**src/rtl/frost32_mem_access_ctrl_pkg.sv**
```systemverilog
// Shared types and helpers for the Frost32 memory access controller.
// The core's access type/size codes are mirrored here so the block stands alone.
package frost32_mem_access_ctrl_pkg;

    typedef enum logic [1:0] {
        ST_IDLE  = 2'd0,
        ST_BEAT0 = 2'd1,
        ST_BEAT1 = 2'd2,
        ST_DONE  = 2'd3
    } state_t;

    localparam logic       DIAT_READ  = 1'b0;
    localparam logic       DIAT_WRITE = 1'b1;
    localparam logic [1:0] DIAS_8     = 2'b00;
    localparam logic [1:0] DIAS_16    = 2'b01;
    localparam logic [1:0] DIAS_32    = 2'b10;

    function automatic int tmo_cnt_width(input int cycles);
        return (cycles < 2) ? 1 : $clog2(cycles + 1);
    endfunction

    // Byte mask of the access before lane shifting; zero for the illegal size code.
    function automatic logic [3:0] size_mask(input logic [1:0] size);
        logic [3:0] m;
        case (size)
            DIAS_8:  m = 4'b0001;
            DIAS_16: m = 4'b0011;
            DIAS_32: m = 4'b1111;
            default: m = 4'b0000;
        endcase
        return m;
    endfunction

endpackage

```
**src/rtl/frost32_mem_access_ctrl_lane_steer.sv**
```systemverilog
// Combinational byte-lane steering: lane enables and write data per beat,
// plus read merge of the two bus words into a right-justified value.
module frost32_mem_access_ctrl_lane_steer
    import frost32_mem_access_ctrl_pkg::*;
(
    input  logic [1:0]  off,
    input  logic [1:0]  size,
    input  logic        beat,
    input  logic [31:0] wdata,
    input  logic [31:0] word0,
    input  logic [31:0] word1,
    output logic [3:0]  be,
    output logic [31:0] steered_wdata,
    output logic [31:0] merged_rdata,
    output logic        split
);

    logic [3:0]  mask_s;
    logic [7:0]  span_s;
    logic [5:0]  sh_s;
    logic [63:0] pair_s;
    logic [31:0] keep_s;

    // Lane span over two words; the upper nibble belongs to the second beat.
    always_comb begin
        mask_s = size_mask(size);
        span_s = {4'b0000, mask_s} << off;
        sh_s   = {1'b0, off, 3'b000};
        split  = (span_s[7:4] != 4'b0000);
        if (beat) begin
            be            = span_s[7:4];
            steered_wdata = wdata >> (6'd32 - sh_s);
        end else begin
            be            = span_s[3:0];
            steered_wdata = wdata << sh_s;
        end
        pair_s       = {word1, word0} >> sh_s;
        keep_s       = {{8{mask_s[3]}}, {8{mask_s[2]}}, {8{mask_s[1]}}, {8{mask_s[0]}}};
        merged_rdata = pair_s[31:0] & keep_s;
    end

endmodule

```
**src/rtl/frost32_mem_access_ctrl.sv**
```systemverilog
// Frost32 memory access controller: turns core byte-addressed requests into one or
// two word-bus beats with byte enables, req/ack handshake and per-beat timeout.
module frost32_mem_access_ctrl
    import frost32_mem_access_ctrl_pkg::*;
#(
    parameter int TIMEOUT_CYCLES = 255
) (
    input  logic        clk,
    input  logic        rst_n,
    input  logic        cpu_req,
    input  logic [31:0] cpu_addr,
    input  logic [31:0] cpu_wdata,
    input  logic        cpu_access_type,
    input  logic [1:0]  cpu_access_size,
    output logic        cpu_busy,
    output logic        cpu_done,
    output logic        cpu_err,
    output logic [31:0] cpu_rdata,
    output logic        mem_req,
    output logic        mem_we,
    output logic [29:0] mem_addr,
    output logic [3:0]  mem_byte_en,
    output logic [31:0] mem_wdata,
    input  logic        mem_ack,
    input  logic [31:0] mem_rdata
);

    localparam int            CW       = tmo_cnt_width(TIMEOUT_CYCLES);
    localparam logic [CW-1:0] TMO_LAST = CW'((TIMEOUT_CYCLES > 0) ? TIMEOUT_CYCLES - 1 : 0);

    state_t        state_r;
    logic [1:0]    off_r, size_r;
    logic          type_r, split_r;
    logic [31:0]   wdata_r, word0_r;
    logic [CW-1:0] cnt_r;
    logic          busy_r, done_r, err_r, mem_req_r, mem_we_r;
    logic [31:0]   rdata_r, mem_wdata_r;
    logic [29:0]   mem_addr_r;
    logic [3:0]    mem_be_r;

    logic [1:0]    sel_off_s, sel_size_s;
    logic [31:0]   sel_wdata_s, sel_word0_s;
    logic          sel_beat_s, tmo_hit_s;
    logic [3:0]    be_s;
    logic [31:0]   wd_s, merged_s;
    logic          split_s;

    // In idle the steer looks at the live request (beat0); afterwards at the latched one (beat1).
    always_comb begin
        if (state_r == ST_IDLE) begin
            sel_off_s   = cpu_addr[1:0];
            sel_size_s  = cpu_access_size;
            sel_wdata_s = cpu_wdata;
            sel_beat_s  = 1'b0;
        end else begin
            sel_off_s   = off_r;
            sel_size_s  = size_r;
            sel_wdata_s = wdata_r;
            sel_beat_s  = 1'b1;
        end
        if (state_r == ST_BEAT1) begin
            sel_word0_s = word0_r;
        end else begin
            sel_word0_s = mem_rdata;
        end
        tmo_hit_s = (TIMEOUT_CYCLES != 0) && (cnt_r == TMO_LAST);
    end

    frost32_mem_access_ctrl_lane_steer u_steer (
        .off           (sel_off_s),
        .size          (sel_size_s),
        .beat          (sel_beat_s),
        .wdata         (sel_wdata_s),
        .word0         (sel_word0_s),
        .word1         (mem_rdata),
        .be            (be_s),
        .steered_wdata (wd_s),
        .merged_rdata  (merged_s),
        .split         (split_s)
    );

    // Access FSM with registered core and bus outputs.
    always_ff @(posedge clk or negedge rst_n) begin
        if (!rst_n) begin
            state_r     <= ST_IDLE;
            off_r       <= 2'b00;
            size_r      <= 2'b00;
            type_r      <= 1'b0;
            split_r     <= 1'b0;
            wdata_r     <= 32'h0;
            word0_r     <= 32'h0;
            cnt_r       <= '0;
            busy_r      <= 1'b0;
            done_r      <= 1'b0;
            err_r       <= 1'b0;
            rdata_r     <= 32'h0;
            mem_req_r   <= 1'b0;
            mem_we_r    <= 1'b0;
            mem_addr_r  <= 30'h0;
            mem_be_r    <= 4'b0000;
            mem_wdata_r <= 32'h0;
        end else begin
            case (state_r)
                ST_IDLE: begin
                    if (cpu_req) begin
                        off_r   <= cpu_addr[1:0];
                        size_r  <= cpu_access_size;
                        type_r  <= cpu_access_type;
                        wdata_r <= cpu_wdata;
                        split_r <= split_s;
                        busy_r  <= 1'b1;
                        if (cpu_access_size == 2'b11) begin
                            state_r <= ST_DONE;
                            done_r  <= 1'b1;
                            err_r   <= 1'b1;
                            rdata_r <= 32'h0;
                        end else begin
                            state_r     <= ST_BEAT0;
                            cnt_r       <= '0;
                            mem_req_r   <= 1'b1;
                            mem_we_r    <= cpu_access_type;
                            mem_addr_r  <= cpu_addr[31:2];
                            mem_be_r    <= be_s;
                            mem_wdata_r <= wd_s;
                        end
                    end else begin
                        state_r <= ST_IDLE;
                    end
                end
                ST_BEAT0, ST_BEAT1: begin
                    if (mem_ack) begin
                        if ((state_r == ST_BEAT0) && split_r) begin
                            state_r     <= ST_BEAT1;
                            word0_r     <= mem_rdata;
                            cnt_r       <= '0;
                            mem_addr_r  <= mem_addr_r + 30'd1;
                            mem_be_r    <= be_s;
                            mem_wdata_r <= wd_s;
                        end else begin
                            state_r     <= ST_DONE;
                            done_r      <= 1'b1;
                            err_r       <= 1'b0;
                            rdata_r     <= (type_r == DIAT_WRITE) ? 32'h0 : merged_s;
                            mem_req_r   <= 1'b0;
                            mem_we_r    <= 1'b0;
                            mem_be_r    <= 4'b0000;
                            mem_wdata_r <= 32'h0;
                        end
                    end else if (tmo_hit_s) begin
                        state_r     <= ST_DONE;
                        done_r      <= 1'b1;
                        err_r       <= 1'b1;
                        rdata_r     <= 32'h0;
                        mem_req_r   <= 1'b0;
                        mem_we_r    <= 1'b0;
                        mem_be_r    <= 4'b0000;
                        mem_wdata_r <= 32'h0;
                    end else begin
                        cnt_r <= cnt_r + CW'(1);
                    end
                end
                ST_DONE: begin
                    state_r <= ST_IDLE;
                    done_r  <= 1'b0;
                    err_r   <= 1'b0;
                    busy_r  <= 1'b0;
                end
                default: begin
                    state_r   <= ST_IDLE;
                    busy_r    <= 1'b0;
                    mem_req_r <= 1'b0;
                end
            endcase
        end
    end

    assign cpu_busy    = busy_r;
    assign cpu_done    = done_r;
    assign cpu_err     = err_r;
    assign cpu_rdata   = rdata_r;
    assign mem_req     = mem_req_r;
    assign mem_we      = mem_we_r;
    assign mem_addr    = mem_addr_r;
    assign mem_byte_en = mem_be_r;
    assign mem_wdata   = mem_wdata_r;

endmodule

```
**config.mk**
```make
export PLATFORM = sky130hd
export DESIGN_NAME = frost32_mem_access_ctrl
export DESIGN_NICKNAME = d
export VERILOG_FILES = /design/src/rtl/frost32_mem_access_ctrl_pkg.sv /design/src/rtl/frost32_mem_access_ctrl_lane_steer.sv /design/src/rtl/frost32_mem_access_ctrl.sv
export SDC_FILE = /design/constraint.sdc
export NUM_CORES = 1
export LEC_CHECK = 0
export ABC_CLOCK_PERIOD_IN_PS = 2900
export BUFFER_PORTS_ARGS = -buffer_cell sky130_fd_sc_hd__buf_2
export CAP_MARGIN = 20
export CORE_UTILIZATION = 40
export DETAILED_ROUTE_END_ITERATION = 16
export GPL_ROUTABILITY_DRIVEN = 0
export PLACE_DENSITY = 0.67
export SLEW_MARGIN = 20
export SYNTH_ARGS = -nofsm -noshare
export SYNTH_HDL_FRONTEND = slang
export SYNTH_SLANG_ARGS = --single-unit
```
**constraint.sdc**
```tcl
create_clock -name clk -period 2.9 [get_ports clk]
set_input_delay 0.58 -clock clk [delete_from_list [all_inputs] [get_ports clk]]
set_output_delay 0.58 -clock clk [all_outputs]
set_load 0.05 [all_outputs]
```
# Word-level counts from Yosys, hierarchy flattened
# Index checks and enable logic that the tools add are counted.
[word_totals] ff_bits=183 out_inout_bits=103 elab_cells=118
[op_classes] bitwise_logic=1 addsub=3 mux=61 eq_ne=16 n_shift=4 n_reduce_logical=16
[ops] operator="32-bit two-way mux" count=13
[ops] operator="32-bit one-hot mux with 2 select lines" count=2
[ops] operator="30-bit two-way mux" count=4
[ops] operator="64-bit by 5-bit right shift with 32-bit output" count=1
[ops] operator="30-bit one-hot mux with 2 select lines" count=1
[ops] operator="8-bit two-way mux" count=5
[ops] operator="32-bit bitwise AND" count=1
[ops] operator="32-bit by 5-bit << shifter with 32-bit output" count=1
[ops] operator="32-bit by 6-bit right shift with 32-bit output" count=1
[ops] operator="30-bit by 1-bit adder with 30-bit output, second input constant" count=1
[ops] operator="4-bit two-way mux" count=6
[ops] operator="5-bit AND reduction" count=4
[ops] operator="8-bit one-hot mux with 2 select lines" count=1
[ops] operator="1-bit two-way mux" count=15
[ops] operator="2-bit two-way mux" count=6
[ops] operator="3-bit != test, second input constant" count=4
[ops] operator="4-bit one-hot mux with 3 select lines" count=1
[ops] operator="8-bit by 1-bit adder with 8-bit output, second input constant" count=1
[ops] operator="2-bit == test, second input constant" count=4
[ops] operator="8-bit == test, second input constant" count=1
[ops] operator="2-bit != test, second input constant" count=4
[ops] operator="4-bit one-hot mux with 2 select lines" count=1
[ops] operator="4-bit AND reduction" count=2
[ops] operator="4-bit by 2-bit << shifter with 8-bit output" count=1
[ops] operator="13 further kinds" count=20

# Depth between registers and ports, before layout
# Gate-level depths: netlist (run 1).
[depth] ltp_word=9 mapped_depth=14 mapped_depth_nobuf=9

# Modules after synthesis
# Synthesis (run 1) repeated with hierarchy kept, for this count alone.
[unflattened] cells_unflattened=990 hier_area_um2=10825.4
[by_module_without_submodules] module="frost32_mem_access_ctrl" area_per_inst_um2=8782.2 n_inst=1 seq_area_each_um2=4579.4 cells_per_inst=774
[by_module_without_submodules] module="frost32_mem_access_ctrl_lane_steer" area_per_inst_um2=2043.2 n_inst=1 seq_area_each_um2=0.0 cells_per_inst=216

# Worst setup path after synthesis (run 1)
# No wires, ideal clock.
[synth_timing] kind="register to register" start="register state_r[0]" end="register rdata_r[14] (netlist: cpu_rdata[14])" arrival_ps=3054 setup_slack_ps=-221 stages_incl_launch_ff=14 setup_time_ps=67 cell_sequence="dfrtp_1 > inv_1 > ha_1 > buf_2 > buf_2 > buf_2 > buf_2 > buf_2 > mux2_2 > ha_1 > or3_1 > buf_2 > nor2_1 > a221o_1"
[synth_via] elab_chain_len=9 word_cells_on_any_way=24
[synth_rtl] element="start, declared" line_no="frost32_mem_access_ctrl.sv:31" source="state_t state_r;"
[synth_rtl] element="start signal, assigned" line_no="frost32_mem_access_ctrl.sv:85" source="state_r <= ST_IDLE;"
[synth_rtl] element="start signal, assigned" line_no="frost32_mem_access_ctrl.sv:113" source="state_r <= ST_DONE;"
[synth_rtl] element="start signal, assigned" line_no="frost32_mem_access_ctrl.sv:118" source="state_r <= ST_BEAT0;"
[synth_rtl] element="parallel branches: the longest is 9 deep, another holds 64-bit by 5-bit right shift with 32-bit output"
[synth_rtl] element="end signal, assigned" line_no="frost32_mem_access_ctrl.sv:143" source="rdata_r <= (type_r == DIAT_WRITE) ? 32'h0 : merged_s;"
[synth_rtl] element="end, declared" line_no="frost32_mem_access_ctrl.sv:37" source="logic [31:0] rdata_r, mem_wdata_r;"
# Several ways; the timed one is not identified. The select of a mux whose other input is x is not followed.
# A chain may end at the register's enable or synchronous reset.

# Worst setup path after layout (run 1)
[layout_timing] start="register state_r[0]" end="register rdata_r[6] (netlist: cpu_rdata[6])"
# The elaborated chain is that of the path after synthesis.

==> results.py, run 1 <==
metrics = {
    "sta": {
        "rsz0062_at_grt": "false",
        "fmax_mhz": 366,
        "maxSlewViolCount": 0,
        "finalClockSkew_ns": 0.0107,
        "layout_setup_ws_ns": 0.168,
        "fin_setup_tns_ns": 0,
        "setup_viol": 0,
        "finalHoldViolCount": 0,
        "min_period_ns": 2.73,
        "slew_headroom_pct": 53.7,
        "tightest_slew_ns": 0.694,
        "fin_crit_sh_pct": 94.2,
    },
    "floorplan": {
        "die_height_um": 161,
        "fp.dieW_um": 161,
        "initial_core_util_pct": 41.2,
        "num_rows": 57,
        "coreArea_mm2": 0.0245,
        "ios": 206,
        "dieArea_mm2": 0.0259,
    },
    "logic_synthesis": {
        "yosysWarnings": 0,
        "yosysTopAreaCellShare_pct": 44.3,
        "synth_cell_types": 61,
        "synth_fp_nets": 1203,
        "postSynthCellCount": 1090,
        "async_flop_share_pct": 100,
        "syn_avg_cell_area_um2": 9.27,
        "ys_ff_latch": 179,
        "ys_top_cells_by_area": "dfrtp_1 44%, nand2_1 8.8%, mux2i_1 6.9%, mux2_2 6.7%, o21ai_0 3.2%",
        "synth_top_area_cell": "dfrtp_1",
        "ys.flop_type": "dfrtp_1",
        "synth_edf_count": 0,
        "synthesis.area_mm2": 0.0101,
        "yosysSeqAreaShare_pct": 44.3,
    },
    "setup_path": {
        "crit_path_top_delay_cell": "or3_1",
        "required_ns": 3.27,
        "cp.arrival_ns": 3.10,
        "crit_type": "flop to flop",
        "cp_max_fo": 15,
        "cp_top_family": "simple AND/OR/NAND/NOR gates",
        "cpMostUsedCell": "inv_1",
        "cp_num_buf_inv": 3,
        "path_cells": "inv_1, ha_2, buf_4, mux2i_1, inv_1, ha_1, or3_1, nor2_1, a221o_1",
        "start_kind": "flop",
        "crit_path_max_incr_delay_ns": 0.60,
        "end_kind": "flop",
    },
    "detailed_routing": {
        "drtPass1Iterations": 5,
        "drtIter0Drc": 963,
        "post-route-drc-count": 0,
        "routed_via_density": 5.71,
        "vias": 9233,
        "wirelength_um": 30600,
        "drtAntennaViolNets": 0,
        "wl_per_cell_um": 18.9,
    },
    "power_and_ir_drop": {
        "vdd_ir_drop_max_mv": 0.724,
        "p_leak_nw": 5.95,
        "p_per_area_mw_per_mm2": 1320,
        "total_power_w": 0.0161,
    },
    "global_routing": {
        "grt_max_degree": 60,
        "grt_usage_pct": 23.9,
        "grt_pass1_vias": 8692,
        "grt-ovfl-total": 0,
        "antenna_found_initial": 1,
        "grt_first_pass_wirelength_um": 48800,
    },
    "clock_network": {
        "cts-root-buf": "clkbuf_16",
        "post_cts_resized": 0,
        "post_cts_buffers": 0,
        "clock_sinks": 179,
        "cts_tree": "done",
        "cts_made_buffers": 17,
        "clock_path_buffers": 2,
        "cts-hold-fix-buffers": 0,
        "h-tree-depth": 4,
        "clock_latency_ns": 0.43,
        "cts.clk_slew.worst_paths_ns": 0.08,
    },
    "layout": {
        "nets": 1392,
        "layout-drive-gt1-share_pct": 27.9,
        "syn_to_final_growth_pct": 20.8,
    },
    "min_path": {
        "min_path_type": "input pin to asynchronous set/reset pin",
    },
    "run": {
        "maxCapViolCount": 0,
    },
    "place": {
        "hpwl_um": 21700,
        "numPortBuffers": 205,
        "dpl_worst_slack_ns": 0.162,
    },
    "status": {
        "outcome": "finished clean",
    },
}
==> worst paths after layout <==
path                                   startpoint  slack (ns)                        end  depth (start not counted)
min reg2reg                word0_r[7]$_DFFE_PN0P_        0.47     word0_r[7]$_DFFE_PN0P_                          2
max reg2reg                state_r[0]$_DFFE_PN0P_        0.17   cpu_rdata[6]$_DFFE_PN0P_                          9
min                                         rst_n        0.14   mem_addr[18]$_DFFE_PN0P_                          1
max in group asynchronous                   rst_n        2.05  mem_wdata[29]$_DFFE_PN0P_                          2
min in group clk                    mem_rdata[24]        0.35    word0_r[24]$_DFFE_PN0P_                          3
max                        state_r[0]$_DFFE_PN0P_        0.17   cpu_rdata[6]$_DFFE_PN0P_                          9
==> logic make-up after synthesis <==
| kind of cell | synth area share [%] |
|---|---|
| muxes | 15.0 |
| adders and majority gates | 1.24 |
| and+or+nand+nor | 18.2 |
| DFF | 44.3 |
| buffers and inverters | 4.25 |
| xor gates and xnor gates | 0.260 |
| AOI/OAI and AO/OA | 16.7 |
==> cell type report <==
type	count	area, um2
fill	2353	12300
multi-input combinational	814	5230
sequential	179	4480
timing repair buffer	251	1440
clock buffer	18	439
tap	324	405
clock inverter	14	159
inverter	16	60.1
antenna	1	2.50
==> per-layer routing <==
metal	global-route usage (%)	vias up	wire, um	part of all wire (%)
met2	38.0	389	14200	46
met1	34.0	4473	13900	45
met5	0	-	0	0
met3	4.21	26	2090	6.8
met4	5.19	0	395	1.3
li1	-	4345	-	-
==> worst register-to-register path: cells and delay by family, from the launching register on <==
kind / cells / cell delay, ns
AND/OR/NAND/NOR: 2 / 0.79
adder cells (fa/ha/maj): 2 / 0.67
AO/OA/AOI/OAI: 1 / 0.12
buffers and inverters: 3 / 0.43
flip-flops: 1 / 0.40
multiplexers: 1 / 0.27
==> state kept, by name, summed over array words and instances (netlist names) <==
| name | cells |
|---|---|
| cnt_r | 8 |
| cpu_busy | 1 |
| cpu_done | 1 |
| cpu_err | 1 |
| cpu_rdata | 32 |
| mem_addr | 30 |
| mem_byte_en | 4 |
| mem_req | 1 |
| mem_wdata | 32 |
| mem_we | 1 |
| off_r | 2 |
| size_r | 2 |
| split_r | 1 |
| state_r | 2 |
| type_r | 1 |
| wdata_r | 28 |
| word0_r | 32 |
==> where the power goes <==
part           internal [W]  switching [W]  total [W]  leakage, nW
registers           0.00354       0.000878    0.00442         2.29
logic               0.00320        0.00612    0.00932         3.36
clock network       0.00125        0.00111    0.00237        0.289
==> stage by stage <==
stage / utilization (%) / hold slack (ns) / instance area (um2) / std cells
floorplan: - / 0.284 / 10100 / 1090
global placement: 47.3 / 0.452 / 11600 / 1584
detailed placement: 47.3 / 0.458 / 11600 / 1584
CTS: 49.8 / 0.154 / 12200 / 1616
global route: 49.8 / 0.165 / 12200 / 1616
finish: 49.8 / 0.137 / 12200 / 1617
==> layout by cell type (no fill, tap or decap), drive strengths merged, types with 4 or more instances in the layout <==
cell,n
a211o,5
a211oi,4
a21o,4
a21oi,47
a221o,17
a22o,13
a31oi,8
a32o,23
and2,4
and3,7
and4,6
buf,251
clkbuf,18
dfrtp,179
ha,10
inv,24
mux2,61
mux2i,71
mux4,5
nand2,237
nand2b,10
nand3,30
nand4,22
nor2,65
nor2b,4
nor3,18
o211ai,9
o21ai,65
o22ai,31
or3,5
==> synthesized netlist by cell type (all sizes together), types with 2 or more instances <==
cell type and count:
nor2b 4, a211o 5, nor3 18, mux2i 71, or4 3, o22ai 31
o32ai 3, a211oi 4, a21o 4, mux4 5, nand4 22, dfrtp 179
a221o 17, a21oi 47, and2 4, clkbuf 37, xor2 3, a311oi 2
nand2 237, and3 7, buf 44, nand3 30, a22oi 2, ha 10
a221oi 2, o211ai 9, o21ai 65, a32o 23, nor4 3, and4 6
inv 16, o31ai 2, or3 5, mux2 61, nand2b 10, a22o 13
nor2 65, a31oi 8
Power figures use the tool's default switching activity.
==> run 2, diff against run 1 <==
--- a/config.mk
+++ b/config.mk
@@ -8,10 +8,10 @@
 export ABC_CLOCK_PERIOD_IN_PS = 2900
 export BUFFER_PORTS_ARGS = -buffer_cell sky130_fd_sc_hd__buf_2
 export CAP_MARGIN = 20
-export CORE_UTILIZATION = 40
+export CORE_UTILIZATION = 50
 export DETAILED_ROUTE_END_ITERATION = 16
 export GPL_ROUTABILITY_DRIVEN = 0
-export PLACE_DENSITY = 0.67
+export PLACE_DENSITY = 0.8
 export SLEW_MARGIN = 20
 export SYNTH_ARGS = -nofsm -noshare
 export SYNTH_HDL_FRONTEND = slang
==> results.py, run 2 (synthesized netlist as in run 1, its figures left out) <==
metrics = {
    "setup_path": {
        "start_kind": "flop",
        "path_depth": 8,
        "required_ns": 3.27,
        "crit_type": "flop to flop",
        "crit_path_max_incr_delay_ns": 0.59,
        "cp_max_fo": 18,
        "rr_endpoint": "cpu_rdata[3]$_DFFE_PN0P_",
        "cp_num_buf_inv": 2,
        "cp_top_family": "simple AND/OR/NAND/NOR gates",
        "path_cells": "inv_1, ha_4, buf_4, nand2_1, and2_1, or3_1, nor2_1, a221o_1",
        "cp.arrival_ns": 3.09,
        "r2r_start": "state_r[0]$_DFFE_PN0P_",
        "crit_path_top_delay_cell": "or3_1",
        "end_kind": "flop",
        "ff2ff_path_depth": 8,
        "r2r_slack_ns": 0.18,
    },
    "clock_network": {
        "cts_tree": "done",
        "clock_sinks": 179,
        "cts.clk_slew.worst_paths_ns": 0.07,
        "clock_path_buffers": 2,
        "cts-root-buf": "clkbuf_16",
        "cts_made_buffers": 17,
        "clock_latency_ns": 0.44,
        "h-tree-depth": 4,
    },
    "place": {
        "dpl_worst_slack_ns": 0.135,
        "placedCellCount": 1516,
        "hpwl_um": 21600,
        "numPortBuffers": 205,
    },
    "sta": {
        "finalClockSkew_ns": 0.00871,
        "min_period_ns": 2.72,
        "finalHoldViolCount": 0,
        "fin_hold_ws_ns": 0.124,
        "fmax_mhz": 367,
        "rsz0062_at_grt": "false",
        "layout_setup_ws_ns": 0.176,
        "fin_setup_tns_ns": 0,
        "maxSlewViolCount": 0,
        "setup_viol": 0,
        "slew_headroom_pct": 55.7,
        "fin_crit_sh_pct": 93.9,
        "tightest_slew_ns": 0.665,
    },
    "power_and_ir_drop": {
        "comb_power_share_pct": 57.7,
        "pwr-share-seq_pct": 27.3,
        "switching_share_pct": 50.3,
        "clkPwrFrac_pct": 15.1,
        "vdd_ir_drop_max_mv": 0.702,
        "p_per_area_mw_per_mm2": 1350,
        "p_leak_nw": 5.92,
        "total_power_w": 0.0164,
        "p_sw_w": 0.00823,
        "internal_power_w": 0.00815,
    },
    "layout": {
        "nets": 1383,
        "register_area_mm2": 0.00448,
        "fillers": 1652,
        "layout-drive-gt1-share_pct": 27.4,
        "final_cell_mix": "237 x nand2_1, 204 x buf_2, 179 x dfrtp_1",
        "syn_to_final_growth_pct": 19.8,
        "final_cells": 1549,
        "multi_input_area_mm2": 0.00524,
        "final_common_cell": "nand2_1",
    },
    "detailed_routing": {
        "wl_per_cell_um": 19.9,
        "drtPass1Iterations": 5,
        "drtIter0Drc": 958,
        "vias": 9603,
        "wirelength_um": 30800,
        "post-route-drc-count": 0,
        "drtAntennaViolNets": 0,
        "routed_via_density": 6.20,
    },
    "run": {
        "maxCapViolCount": 0,
    },
    "global_routing": {
        "grt-ovfl-total": 0,
        "antenna_found_initial": 2,
        "grt_max_degree": 60,
        "grt_first_pass_wirelength_um": 47900,
        "grt_pass1_vias": 8846,
        "grt_usage_pct": 29.9,
    },
    "min_path": {
        "min_path_type": "input pin to asynchronous set/reset pin",
    },
    "floorplan": {
        "num_rows": 51,
        "ios": 206,
        "die_height_um": 144,
        "initial_core_util_pct": 51.4,
        "coreArea_mm2": 0.0197,
        "dieArea_mm2": 0.0208,
        "fp.dieW_um": 144,
    },
    "status": {
        "outcome": "finished clean",
    },
}
-- run 2: changes by cell type in the layout (fill, tap and decap cells not counted), sizes merged --
cell / previous run / this run
buf: 251 / 242
bufinv: 1 / 3
clkbuf: 18 / 19
clkinv: 3 / 4
clkinvlp: 2 / 1
inv: 24 / 21
-- run 2: worst register-to-register path, cell delays in order, from the launching register on --
cell	delay (ns)
dfrtp_1	0.41
inv_1	0.17
ha_4	0.31
buf_4	0.26
nand2_1	0.18
and2_1	0.41
or3_1	0.60
nor2_1	0.18
a221o_1	0.14
-- run 2: layout make-up --
type | instances | area share, %
multi-input cells | 814 | 43.2
inverters | 16 | 0.496
well taps | 265 | 2.74
flip-flops and latches | 179 | 37.0
clock inverters | 13 | 1.42
repair buffers | 242 | 11.3
diodes | 1 | 0.0207
clock buffers | 19 | 3.74
-- run 2: metal layers --
layer	track usage, %	share of wire [%]
met4	12.2	3.2
met3	7.25	11
met2	44.5	44
met1	41.7	42
met5	0	0.042
-- run 2: what timing repair did --
action,CTS,global route
hold buffers,0,0
gates resized for setup,0,1
hold endpoints to repair,0,0
buffers inserted,0,0
endpoints found under the setup margin,0,2
-- run 2: how the worst max path moves through the flow --
| stage | endpoint | slack, ns | startpoint |
|---|---|---|---|
| 2_1_floorplan | cpu_rdata[14]$_DFFE_PN0P_ | 0.02 | state_r[0]$_DFFE_PN0P_ |
| 3_3_place_gp | cnt_r[4]$_DFFE_PN0P_ | 0.27 | state_r[0]$_DFFE_PN0P_ |
| 3_5_place_dp | cnt_r[6]$_DFFE_PN0P_ | 0.14 | state_r[0]$_DFFE_PN0P_ |
| 4_1_cts | cpu_rdata[3]$_DFFE_PN0P_ | 0.1 | state_r[0]$_DFFE_PN0P_ |
| 5_1_grt | cpu_rdata[3]$_DFFE_PN0P_ | 0.11 | state_r[0]$_DFFE_PN0P_ |
| 6_report | cpu_rdata[3]$_DFFE_PN0P_ | 0.18 | state_r[0]$_DFFE_PN0P_ |
-- run 2: power groups by stage --
stage	clock (W)	sequential, W	combinational [W]
finish	0.00247	0.00446	0.00945
global route	0.00259	0.00457	0.0101
CTS	0.00249	0.00442	0.00929
detailed placement	0	0.00446	0.00922
global placement	0	0.00440	0.00904
floorplan	0	0.00594	0.00523
-- run 2: through the flow --
step	instance area, um2	util [%]
final	12100	61.6
after global routing	12100	61.6
after CTS	12100	61.5
after detailed placement	11500	58.4
after global placement	11500	58.4
after floorplan	10100	-
